==> src/rtl/spi_txn_scheduler.sv <==
// Round-robin scheduler that shares one SPI master core among N_REQ requesters.
// Each accepted transfer is loaded, started, awaited (with timeout) and answered.
module spi_txn_scheduler #(
    parameter int N_REQ   = 4,
    parameter int CFG_W   = 32,
    parameter int DATA_W  = 8,
    parameter int TIMEOUT = 1024
) (
    input  logic                      clk,
    input  logic                      rst,
    input  logic [N_REQ-1:0]          req_valid,
    input  logic [N_REQ*CFG_W-1:0]    req_cfg,
    input  logic [N_REQ*DATA_W-1:0]   req_data,
    output logic [N_REQ-1:0]          req_ready,
    output logic [N_REQ-1:0]          rsp_valid,
    output logic [DATA_W-1:0]         rsp_data,
    output logic                      rsp_err,
    output logic [CFG_W-1:0]          data_config,
    output logic [DATA_W-1:0]         i_data_p,
    output logic                      trans_en,
    input  logic [DATA_W-1:0]         o_data_p,
    input  logic                      interupt_request,
    output logic                      busy,
    output logic [$clog2(N_REQ)-1:0]  grant_id
);
    // state  | meaning
    // IDLE   | arbitrate pending requests, accept one
    // LOAD   | drive captured config/data onto the core
    // START  | pulse trans_en, clear timeout counter
    // WAIT   | wait for interupt_request or timeout
    // RESP   | pulse rsp_valid to the granted requester
    localparam int ID_W  = $clog2(N_REQ);
    localparam int CNT_W = $clog2(TIMEOUT);

    localparam logic [2:0] S_IDLE  = 3'd0;
    localparam logic [2:0] S_LOAD  = 3'd1;
    localparam logic [2:0] S_START = 3'd2;
    localparam logic [2:0] S_WAIT  = 3'd3;
    localparam logic [2:0] S_RESP  = 3'd4;

    logic [2:0]        state;
    logic [ID_W-1:0]   rr_ptr;
    logic [CNT_W-1:0]  cnt;
    logic [CFG_W-1:0]  cap_cfg;
    logic [DATA_W-1:0] cap_data;
    logic              sel_found;
    logic [ID_W-1:0]   sel_idx;

    function automatic logic [ID_W-1:0] wrap_idx(input logic [ID_W-1:0] base, input int off);
        int s;
        s = int'(base) + off;
        if (s >= N_REQ) s = s - N_REQ;
        return s[ID_W-1:0];
    endfunction

    // Scan downward so the smallest offset from rr_ptr is the one that sticks.
    always_comb begin
        sel_found = 1'b0;
        sel_idx   = '0;
        for (int k = N_REQ - 1; k >= 0; k--) begin
            if (req_valid[wrap_idx(rr_ptr, k)]) begin
                sel_found = 1'b1;
                sel_idx   = wrap_idx(rr_ptr, k);
            end
        end
    end

    // Pulses are gated by rst so nothing is accepted or reported while reset is held.
    assign req_ready = (rst && state == S_IDLE && sel_found) ? (N_REQ'(1) << sel_idx) : '0;
    assign rsp_valid = (rst && state == S_RESP) ? (N_REQ'(1) << grant_id) : '0;
    assign trans_en  = rst && (state == S_START);
    assign busy      = (state != S_IDLE);

    always_ff @(posedge clk) begin
        if (!rst) begin
            state       <= S_IDLE;
            rr_ptr      <= '0;
            cnt         <= '0;
            cap_cfg     <= '0;
            cap_data    <= '0;
            data_config <= '0;
            i_data_p    <= '0;
            rsp_data    <= '0;
            rsp_err     <= 1'b0;
            grant_id    <= '0;
        end else begin
            case (state)
                S_IDLE: begin
                    if (sel_found) begin
                        cap_cfg  <= req_cfg[int'(sel_idx)*CFG_W +: CFG_W];
                        cap_data <= req_data[int'(sel_idx)*DATA_W +: DATA_W];
                        grant_id <= sel_idx;
                        rr_ptr   <= wrap_idx(sel_idx, 1);
                        state    <= S_LOAD;
                    end
                end
                S_LOAD: begin
                    data_config <= cap_cfg;
                    i_data_p    <= cap_data;
                    state       <= S_START;
                end
                S_START: begin
                    cnt   <= '0;
                    state <= S_WAIT;
                end
                S_WAIT: begin
                    cnt <= cnt + 1'b1;
                    // Completion takes priority over a timeout landing in the same cycle.
                    if (interupt_request) begin
                        rsp_data <= o_data_p;
                        rsp_err  <= 1'b0;
                        state    <= S_RESP;
                    end else if (cnt == CNT_W'(TIMEOUT - 1)) begin
                        rsp_data <= '0;
                        rsp_err  <= 1'b1;
                        state    <= S_RESP;
                    end
                end
                S_RESP: begin
                    state <= S_IDLE;
                end
                default: begin
                    state <= S_IDLE;
                end
            endcase
        end
    end
endmodule
==> config.mk <==
export PLATFORM = sky130hd
export DESIGN_NAME = spi_txn_scheduler
export DESIGN_NICKNAME = d
export VERILOG_FILES = /design/src/rtl/spi_txn_scheduler.sv
export SDC_FILE = /design/constraint.sdc
export NUM_CORES = 1
export LEC_CHECK = 0
export ABC_CLOCK_PERIOD_IN_PS = 2000
export BUFFER_PORTS_ARGS = -buffer_cell sky130_fd_sc_hd__buf_2
export CAP_MARGIN = 20
export CORE_MARGIN = 4
export CORE_UTILIZATION = 30
export DETAILED_ROUTE_END_ITERATION = 8
export GPL_TIMING_DRIVEN = 0
export HOLD_SLACK_MARGIN = 0.02
export SYNTH_ARGS = -nofsm -noshare
export SYNTH_HDL_FRONTEND = slang
export SYNTH_SLANG_ARGS = --single-unit
==> constraint.sdc <==
create_clock -name clk -period 2 [get_ports clk]
set_input_delay 0.2 -clock clk [delete_from_list [all_inputs] [get_ports clk]]
set_output_delay 0.2 -clock clk [all_outputs]
set_load 0.02 [all_outputs]
==> summary.md <==
| Metric | Value |
|---|---|
| Outcome | complete, no violations |
| Top cell type's share of synthesized area | 40.8% |
| Vias per inst | 4.69 |
| Die width | 140 um |
| # clock sinks | 106 |
| Top-Level Pins | 236 |
| GP Congestion | 0.802 |
| CP required | 1800 ps |
| Post-Route WL | 16300 um |
| Final Skew | 11.2 ps |
| Vias | 4796 |
| Cell Chain, Critical Path | or3_4, nor2_8, buf_12, nand3b_4, nor2_1, buf_4 |
| Residual DRC | 0 |
| Final slew viol count | 0 |
| F_max | 509 MHz |
| R2r worst-path depth | 7 |
| Core Footprint | 16800 sq um |
| Max cap viols | 0 |
| Max FO, Critical Path | 4 |
| Final HPWL DP | 12400 um |
| Min Clock Period, post-route | 1970 ps |
| CP Capture Type | output port |
| CTS root buffer | clkbuf_16 |
| RSZ-0062 raised after global routing | yes |
| Worst reg2reg endpoint | cap_data[6] |
| Syn_nets | 711 |
| VDD IR max | 0.000389 V |
| Launching point of the worst reg2reg path | rr_ptr[0] |
| Gate Count Post-Synth | 535 |
| Leak pwr | 3.16 nW |
| Mean Syn Cell Area | 9.71 sq um |
| DP Cell Count | 990 |
| Number of synthesized flops with an enable pin | 0 |
| Final non-filler cell total | 1023 |
| Seq/Total Area, Yosys | 40.8% |
| Starting density of the core | 31.0% |
| Worst R2R Setup Slack | 110 ps |
| Fraction of final layout cells sized beyond drive strength 1 | 43.5% |
| Primary flip-flop cell chosen by synthesis mapping | dfxtp_1 |
| Crit start category | flop |
| Largest cells by area after synthesis | dfxtp_1 (41%), mux2i_1 (16%), o221ai_2 (11%) |
| Setup crit end | req_ready[2] |
| Max_slew headroom | 48.1% |
| Num CTS Buffers | 9 |
| Vias in the first global route | 4773 |
| Fin nets | 974 |
| 1st-pass router iterations | 4 |
| Netlist cell types | 41 |
| Final hold vios | 0 |
| Diodes inserted | 0 |
| Crit share post-route | 98.3% |
| First-pass GRT wire length | 25400 um |
| Fraction of registers with async set/reset | 0% |
| Critical Path Start | state[0] |
| Cell Pwr Density | 804 nW/um^2 |
| CP Data Arrival Time | 1770 ps |
| Area growth, synth to finish | 38.3% |
| CTS tree | yes |
| Yosys warnings | 0 |
| Tot GR Track Use | 16.2% |
| Mapped Area | 5200 sq um |
| Later-pin clock latency in the skew report | 350 ps |
| PortBufs | 235 |
| Largest net degree at the start of global routing | 18 |
| Count leader, synth | nand2_1 |
| Std cell rows | 47 |
| Die Y | 140 um |
| Die Area | 19500 sq um |
| GR Overflow Total | 0 |
| Final routed wire length divided by cell count | 15.9 um |
| Slowest cell on crit path | or3_4 |
| Hold Buf Count CTS | 0 |
| Max clock buf depth | 2 |
| CP top delay family | simple AND/OR/NAND/NOR gates |
| # setup viols final | 0 |
| Worst slew pin tran | 772 ps |
| Final ANT Viol Nets | 0 |
| H-tree depth | 3 |
| Synth area leader | dfxtp_1 |
| Hold Crit Class | in2reg |
| Slowest stage delay, CP | 420 ps |
| Antenna violations before repair | 0 |
| CP Class | reg2out |
| Clock transition at the registers of the reported paths | 70 ps |
| Flops & latches, synth | 106 |
| Post-synth top cells | nand2_1 (126), dfxtp_1 (106), mux2i_1 (83), a21boi_0 (41), o221ai_2 (37) |
| Worst path depth | 6 |
| First DRT Iteration DRCs | 156 |
| Worst Path Buf+Inv | 2 |
| Final TNS setup | 0 ps |
## through the flow
stage,instance area [sq um],utilization (%),setup slack [ps],hold WS (ps),power [mW]
finish,7190,42.9,33.6,72.2,5.78
global route,7190,42.9,-29.8,54.0,6.06
CTS,7110,42.4,-11.7,56.0,5.80
detailed placement,6650,39.7,-191,422,3.97
global placement,6650,39.7,-163,425,3.97
floorplan,5200,-,94.4,333,3.46
## registers in the layout, indices dropped and copies added (netlist names)
signal       flops
rsp_err          1
i_data_p         8
cap_cfg         32
state            3
rr_ptr           2
cap_data         8
data_config     32
rsp_data         8
grant_id         2
cnt             10
## what timing repair did
action	CTS	global route
resized for setup	19	23
hold endpoints to repair	0	0
buffers inserted	17	4
endpoints found under the setup margin	34	47
cloned	0	0
pin swaps	5	2
## cells in the final DEF (no fill, tap or decap), types with 5 or more instances in the layout
cell | netlist | final
o221ai_2 | 37 | 37
a21oi_1 | 10 | 8
a22o_1 | 8 | 8
buf_6 | 4 | 5
nor3_1 | 7 | 7
clkbuf_1 | 17 | 16
a21boi_0 | 41 | 41
nor2b_1 | 8 | 8
clkbuf_16 | 0 | 9
inv_1 | 6 | 5
mux2i_1 | 83 | 79
dfxtp_1 | 106 | 102
buf_2 | 13 | 237
nor2_1 | 18 | 15
nand2_1 | 126 | 126
buf_4 | 4 | 26
## per-layer routing
layer | up-vias | share of wire, % | global-route usage [%]
met5 | - | 0 | 0
met4 | 0 | 1.4 | 4.23
met3 | 17 | 6.1 | 3.98
met2 | 143 | 47 | 27.0
met1 | 2193 | 45 | 21.1
li1 | 2443 | - | -
## kinds of logic after synthesis
| group | after synthesis | synth area share (%) |
|---|---|---|
| xor gates and xnor gates | 7 | 1.18 |
| buffers and inverters | 45 | 4.43 |
| adders and majority gates | 1 | 0.241 |
| and+or+nand+nor | 185 | 16.5 |
| muxes | 83 | 16.0 |
| AOI/OAI and AO/OA | 108 | 20.8 |
| DFF | 106 | 40.8 |
## power breakdown
| part | switching [mW] | internal, mW | leakage [nW] |
|---|---|---|---|
| clock network | 0.823 | 0.888 | 0.140 |
| registers | 0.120 | 2.32 | 0.867 |
| logic | 0.874 | 0.754 | 2.15 |
## how the worst min path moves through the flow
stage	from	slack [ps]	endpoint	cells after the start
after detailed placement	o_data_p[7]	420	rsp_data[7]	2
final	o_data_p[7]	70	rsp_data[7]	2
after global routing	o_data_p[4]	50	rsp_data[4]	2
after global placement	o_data_p[5]	420	rsp_data[5]	2
after floorplan	o_data_p[0]	330	rsp_data[0]	1
after CTS	o_data_p[4]	60	rsp_data[4]	2
## layout make-up
class | count | area, sq um
well taps | 220 | 275
inverters | 6 | 22.5
clock buffers | 11 | 243
multi-input cells | 384 | 2910
clock inverters | 5 | 36.3
fillers | 1657 | 9570
plain buffers | 35 | 210
flip-flops and latches | 106 | 2130
repair buffers | 256 | 1360
Power figures use the tool's default switching activity.
